`config.mk`:
```
export PLATFORM = sky130hd
export DESIGN_NAME = dram_ctrl
export DESIGN_NICKNAME = d
export VERILOG_FILES = /design/src/rtl/tawas_dram_pkg.sv /design/src/rtl/dram_load_fmt.sv /design/src/rtl/dram_ctrl.sv
export SDC_FILE = /design/constraint.sdc
export NUM_CORES = 1
export LEC_CHECK = 0
export CORE_MARGIN = 4
export CORE_UTILIZATION = 34
export CTS_BUF_LIST = sky130_fd_sc_hd__clkbuf_8 sky130_fd_sc_hd__clkbuf_16
export DETAILED_ROUTE_END_ITERATION = 8
export GPL_TIMING_DRIVEN = 0
export PLACE_DENSITY = 0.84
export SLEW_MARGIN = 20
export SYNTH_ARGS = -nofsm -noshare
export SYNTH_HDL_FRONTEND = slang
export SYNTH_SLANG_ARGS = --single-unit
```
`constraint.sdc`:
```
create_clock -name clk -period 1.85 [get_ports clk]
set_input_delay 0.37 -clock clk [delete_from_list [all_inputs] [get_ports clk]]
set_output_delay 0.37 -clock clk [all_outputs]
set_load 0.005 [all_outputs]
```
`src/rtl/tawas_dram_pkg.sv`:
```
// Shared definitions for the data-RAM controller: access size encodings,
// the response-tracking entry, and store/legality helpers.
package tawas_dram_pkg;

  localparam logic [1:0] SZ_BYTE = 2'd0;
  localparam logic [1:0] SZ_HALF = 2'd1;
  localparam logic [1:0] SZ_WORD = 2'd2;

  typedef enum logic {
    OWNER_A = 1'b0,
    OWNER_B = 1'b1
  } owner_e;

  // One in-flight access that will produce a load response or an error pulse.
  typedef struct packed {
    logic       valid;
    owner_e     owner;
    logic [1:0] size;
    logic [1:0] offset;
    logic       sgn;
    logic       err;
  } trk_t;

  function automatic logic is_illegal(input logic [1:0] size, input logic [1:0] offset);
    case (size)
      SZ_BYTE: is_illegal = 1'b0;
      SZ_HALF: is_illegal = offset[0];
      SZ_WORD: is_illegal = (offset != 2'b00);
      default: is_illegal = 1'b1;
    endcase
  endfunction

  function automatic logic [3:0] store_mask(input logic [1:0] size, input logic [1:0] offset);
    case (size)
      SZ_BYTE: store_mask = 4'b0001 << offset;
      SZ_HALF: store_mask = offset[1] ? 4'b1100 : 4'b0011;
      default: store_mask = 4'b1111;
    endcase
  endfunction

  function automatic logic [31:0] store_data(input logic [1:0] size, input logic [31:0] wdata);
    case (size)
      SZ_BYTE: store_data = {4{wdata[7:0]}};
      SZ_HALF: store_data = {2{wdata[15:0]}};
      default: store_data = wdata;
    endcase
  endfunction

endpackage

```
`src/rtl/dram_load_fmt.sv`:
```
// Load formatter: picks the byte/half out of the RAM word and extends it.
module dram_load_fmt
  import tawas_dram_pkg::*;
(
  input  logic [31:0] i_d_dout,
  input  logic [1:0]  i_size,
  input  logic [1:0]  i_offset,
  input  logic        i_signed,
  output logic [31:0] o_data
);

  logic [7:0]  w_byte;
  logic [15:0] w_half;

  // NOTE: every output of a combinational block gets a value on every path, so no latch is inferred.
  always_comb begin
    w_byte = i_d_dout[{i_offset, 3'b000} +: 8];
    w_half = i_offset[1] ? i_d_dout[31:16] : i_d_dout[15:0];
    case (i_size)
      SZ_BYTE: o_data = {{24{i_signed & w_byte[7]}}, w_byte};
      SZ_HALF: o_data = {{16{i_signed & w_half[15]}}, w_half};
      default: o_data = i_d_dout;
    endcase
  end

endmodule

```
`src/rtl/dram_ctrl.sv`:
```
// Two-port round-robin front end for a single-cycle data RAM: registered RAM
// strobes, store formatting, and a 2-deep tracker returning loads/errors in N+2.
module dram_ctrl
  import tawas_dram_pkg::*;
#(
  parameter int DRAM_AW = 16
) (
  input  logic        clk,
  input  logic        rst_n,

  input  logic        a_req,
  input  logic        a_wr,
  input  logic [31:0] a_addr,
  input  logic [1:0]  a_size,
  input  logic        a_signed,
  input  logic [31:0] a_wdata,
  output logic        a_ack,
  output logic        a_rvalid,
  output logic [31:0] a_rdata,
  output logic        a_err,

  input  logic        b_req,
  input  logic        b_wr,
  input  logic [31:0] b_addr,
  input  logic [1:0]  b_size,
  input  logic        b_signed,
  input  logic [31:0] b_wdata,
  output logic        b_ack,
  output logic        b_rvalid,
  output logic [31:0] b_rdata,
  output logic        b_err,

  output logic [31:0] d_addr,
  output logic        d_cs,
  output logic        d_wr,
  output logic [3:0]  d_mask,
  output logic [31:0] d_din,
  input  logic [31:0] d_dout
);

  logic        r_last_b;
  logic        r_d_cs, r_d_wr;
  logic [31:0] r_d_addr, r_d_din;
  logic [3:0]  r_d_mask;
  trk_t        r_s1, r_s2;

  logic        w_pick_a, w_pick_b, w_accept, w_illegal, w_issue;
  logic        w_wr, w_sgn;
  logic [31:0] w_addr, w_wdata, w_ram_addr, w_load_data;
  logic [1:0]  w_size;
  logic        w_resp_a, w_resp_b;
  trk_t        w_s1_next;

  // r_last_b records the most recent grant; b is preset so a wins the first contention.
  assign w_pick_a = a_req & (~b_req | r_last_b);
  assign w_pick_b = b_req & ~w_pick_a;
  assign w_accept = w_pick_a | w_pick_b;

  always_comb begin
    w_wr    = w_pick_b ? b_wr     : a_wr;
    w_addr  = w_pick_b ? b_addr   : a_addr;
    w_size  = w_pick_b ? b_size   : a_size;
    w_sgn   = w_pick_b ? b_signed : a_signed;
    w_wdata = w_pick_b ? b_wdata  : a_wdata;
  end

  assign w_illegal = is_illegal(w_size, w_addr[1:0]);
  assign w_issue   = w_accept & ~w_illegal;

  // The RAM decodes only the low DRAM_AW bits; the upper bits ride along untouched.
  if (DRAM_AW < 32) begin : g_split_addr
    assign w_ram_addr = {w_addr[31:DRAM_AW], w_addr[DRAM_AW-1:0]};
  end else begin : g_full_addr
    assign w_ram_addr = w_addr;
  end

  always_comb begin
    w_s1_next        = '0;
    w_s1_next.valid  = w_accept & (~w_wr | w_illegal);
    w_s1_next.owner  = w_pick_b ? OWNER_B : OWNER_A;
    w_s1_next.size   = w_size;
    w_s1_next.offset = w_addr[1:0];
    w_s1_next.sgn    = w_sgn;
    w_s1_next.err    = w_illegal;
  end

  // NOTE: sequential state uses non-blocking assignments so every flop samples pre-edge values.
  always_ff @(posedge clk or negedge rst_n) begin
    if (!rst_n) begin
      r_last_b <= 1'b1;
      r_d_cs   <= 1'b0;
      r_d_wr   <= 1'b0;
      r_d_addr <= '0;
      r_d_mask <= '0;
      r_d_din  <= '0;
      r_s1     <= '0;
      r_s2     <= '0;
    end else begin
      if (w_accept) r_last_b <= w_pick_b;
      r_d_cs   <= w_issue;
      r_d_wr   <= w_issue & w_wr;
      r_d_addr <= w_issue ? w_ram_addr : '0;
      r_d_mask <= !w_issue ? 4'b0000 : (w_wr ? store_mask(w_size, w_addr[1:0]) : 4'b1111);
      r_d_din  <= (w_issue & w_wr) ? store_data(w_size, w_wdata) : '0;
      r_s1     <= w_s1_next;
      r_s2     <= r_s1;
    end
  end

  dram_load_fmt u_load_fmt (
    .i_d_dout (d_dout),
    .i_size   (r_s2.size),
    .i_offset (r_s2.offset),
    .i_signed (r_s2.sgn),
    .o_data   (w_load_data)
  );

  assign w_resp_a = r_s2.valid & (r_s2.owner == OWNER_A);
  assign w_resp_b = r_s2.valid & (r_s2.owner == OWNER_B);

  // Acks are the only outputs not sourced from reset flops, so they are gated directly.
  assign a_ack    = w_pick_a & rst_n;
  assign b_ack    = w_pick_b & rst_n;
  assign a_rvalid = w_resp_a & ~r_s2.err;
  assign b_rvalid = w_resp_b & ~r_s2.err;
  assign a_err    = w_resp_a & r_s2.err;
  assign b_err    = w_resp_b & r_s2.err;
  assign a_rdata  = a_rvalid ? w_load_data : '0;
  assign b_rdata  = b_rvalid ? w_load_data : '0;

  assign d_cs   = r_d_cs;
  assign d_wr   = r_d_wr;
  assign d_addr = r_d_addr;
  assign d_mask = r_d_mask;
  assign d_din  = r_d_din;

endmodule

```
==> metrics list <==
- The flow ran to the end, but the final reports show violations.
* Failing checks: setup timing
* Launching element type of the critical path: flip-flop
* Flops & latches, synth: 87
* IO Port Bufs: about 310
- Once the floorplan was initialized, standard cells occupied 34.70% of the core.
* Via count: 6275
- The Yosys step of the flow raised 0 warnings.
- Number of vias per cell after detailed routing: 5.386
* Post-route setup TNS: -40260 ps
* Fraction of final layout cells sized beyond drive strength 1: 34.86%
* Ports placed on the boundary: 312
- HPWL after detailed placement: 17180 µm
* Detailed Route WL: 25040 µm
- The first global-routing pass estimated about 34000 µm of wire.
- Share of the synthesized area in compound gates (AO/OA/AOI/OAI): 20.94%
* Number of iterations in the first detailed-routing pass: 5
* Net Count, Synth: roughly 740
- Headroom to the max-slew limit came out at about 77%.
* Cell taking the most area after synthesis: dfrtp_1
- Most frequent standard cell in the layout excluding fill and tap cells: clkdlybuf4s50_1
- Hold Worst Slack: approximately 20 ps
* Chip height: 129.6 µm
- 0 antenna diodes ended up in the layout.
- Top library cells by usage in the layout, fill and taps aside: clkdlybuf4s50_1 (224), nand2_1 (143), dfrtp_1 (85), buf_2 (74), buf_6 (53)
* Main combinational cell family by area after synthesis: compound AO/OA/AOI/OAI gates
- Final hold violation count: 0
* Signed area change from the synthesized netlist to the final layout: 100.5%
* X dimension of the die: 129.6 µm
* Number of buffer and inverter stages on the critical path: 5
- Core footprint: around 14000 µm²
- By area the synthesized netlist is led by dfrtp_1 (43%), nand2_1 (11%), a21o_1 (5.5%), a21oi_1 (4.3%), mux2i_1 (4.2%).
- In the synthesized netlist, the number of instances is 564.
- CP max stage cell: or3_4
- Static leakage: 4.882 nW
- Die area: 16790 µm²
- In this run the core area contains 44 standard-cell rows.
- Routed Antenna Nets: 0
- Hold Path Class: primary input to asynchronous set/reset pin
- Mean area per synthesized cell: ~8.9 µm²
- Critical path class: flip-flop to output port
- For the pin with the worst max-slew slack, the measured transition is 341.8 ps.
- After layout, the worst setup slack is -751.8 ps.
- Data on the critical path arrives at its endpoint at around 2200 ps.
- Sequential fraction of the synthesis area: 43.35%
* Number of antenna violations at the first check in global routing: 1
- Of the total synthesized cell area, the portion taken by AND, OR, NAND and NOR gates is between 20% and 30%.
* Primary FF master, synth: dfrtp_1
- In this design, the stage delay of the slowest critical-path cell is 380 ps.
- Multiplexer area fraction after synthesis: about 9.0%
- The clock passes through at most 2 buffers.
* Clock Sinks: between 80 and 90
- Setup repair after global routing could not meet its margin everywhere.
- Last weighted congestion value of the routability-driven placer: 0.9588
* Synth Area in Adders: 0%
- Post-Place Worst Slack: -1328 ps
* Maximum clock frequency: about 0.38 GHz
- Largest fanout on the critical path: 4
- Clock tree from TritonCTS: done
- On the final layout, the worst clock skew is 7.023 ps.
- Number of synthesized flops with an enable pin: 0
- Setup violations remaining at the end of the flow were counted as 81.
- Overall global routing resource usage: 26.63%
- Clock-pin transition on the worst setup and hold timing paths: ~60 ps
- Dividing the detail-routed wire length by the instance count gives 21.49 µm.
- FFs w/ async S/R, synth: 100.0%
- Post-synthesis cell area: 5025 µm²
- Synth Area in XOR/XNOR: 0%
- Of the available clock period, the critical path in the final layout requires 140.6%.
* TritonCTS Buffers: 9
* Clock insertion delay at the later pin of the skew report: 340 ps
* Min Tclk post-route: 2602 ps
- Maximum number of pins on one net before global-route repair: 46
- The tool flagged a number of max-cap violations equal to 0.
* Ordered cell list for the critical path: buf_6, or3_4, o32ai_4, buf_4, o2111a_2, buf_6, buf_6, a21o_1, buf_2
- STA classifies the critical path endpoint as an output port.
* Number of pins with negative max-slew slack in the final report: 0
* Clock H-tree levels: 3
- After global routing the overflow that remains totals 0.
- The cell sitting at the root of the clock tree is a clkbuf_16.
- Net count of the finished layout: approximately 1100
- Iteration-0 DRC count of the detailed router: between 300 and 400
* Cell occurring most often along the worst timing path: buf_6
- The netlist uses 42 different library cells.
* Number of global-route vias before repair: 6212
* Yosys top cell area share: between 40% and 50%
- Power spread over the standard cell area amounts to 632.2 nW/µm².
* Kind of cell adding the most delay to the critical path: buffers and inverters
- STA puts the critical path data required time at 1480 ps.
- Across the VDD grid, the largest voltage drop is 0.3538 mV.
- After detailed routing, the number of remaining DRC violations is 0.
## routing by layer
layer	share of wire (%)	GRT usage, %	up-vias
li1	-	-	2788
met5	0.080	0	-
met2	53	48.65	386
met4	3.9	13.63	2
met1	33	27.43	3029
met3	10	7.914	70
## per-stage QoR
| step | area [µm²] | power, mW | cells | util (%) |
|---|---|---|---|---|
| after floorplan | 5059 | 2.972 | 564 | - |
| after CTS | 9329 | 6.046 | 1128 | 64.43 |
| final | 10080 | 6.371 | 1165 | 69.60 |
| after detailed placement | 8431 | 4.145 | 1060 | 58.23 |
| after global placement | 8402 | 4.118 | 1059 | 58.03 |
| after global routing | 10080 | 6.641 | 1165 | 69.60 |
## state kept, by name, summed over array words and instances (netlist names)
signal,flops
r_last_b,1
d_din,32
d_mask,4
d_wr,1
d_addr,32
d_cs,1
r_s1,8
r_s2,8
## final timing paths
path                           from     endpoint  slack [ps]  depth (start not counted)
min in group clk            r_s1[0]      r_s2[0]         350                          0
max in group asynchronous     rst_n      r_s2[2]        1560                          2
min                           rst_n     r_last_b          20                          1
max                         r_s2[5]  a_rdata[16]        -750                          9
min reg2reg                 r_s1[0]      r_s2[0]         350                          0
max reg2reg                r_last_b    d_din[28]         -90                          8
## power breakdown
| group | internal, mW | switching [mW] |
|---|---|---|
| clock | 0.890 | 0.729 |
| sequential | 2.07 | 0.0556 |
| combinational | 1.41 | 1.21 |
| total | 4.37 | 2.00 |
## Yosys cell counts (5+ instances only)
cell	instances
buf_6	11
a21o_1	37
a21oi_2	14
a221oi_1	5
mux2i_1	21
buf_2	17
clkbuf_1	14
nor2_1	45
nor2b_1	13
o21ai_0	5
a21oi_1	43
a311oi_1	24
dfrtp_1	86
inv_1	8
nand2_1	149
mux2_2	12
nor3_1	18
## worst register-to-register path: stages (launching register included)
cell and delay, ps:
dfstp_2 540, a21bo_4 170, buf_6 110, buf_8 110, mux2_4 370, buf_6 150
buf_12 130, a21oi_4 170, a311oi_2 70
## timing repair
item / in CTS / in global routing
endpoints found under the hold margin: 42 / 0
cloned: 3 / 4
setup endpoints to repair: 137 / 98
gates resized for setup: 407 / 110
pin swaps: 39 / 45
hold buffers: 1 / 0
setup buffers: 48 / 39
## cell type report
class | count | area [µm²]
tap | 184 | 230.2
clock buffer | 9 | 225.2
inverter | 9 | 45.04
timing repair buffer | 403 | 3786
multi-input combinational | 423 | 3114
clock inverter | 7 | 35.03
buffer | 43 | 461.7
sequential | 87 | 2180
fill | 1081 | 4402
## cell families after synthesis
kind of cell / count (synthesis)
AND/OR/NAND/NOR: 242
buffers and inverters: 54
multiplexers: 38
flip-flops: 87
AO/OA/AOI/OAI: 143
Note: power is estimated with default switching activity, not from simulation.
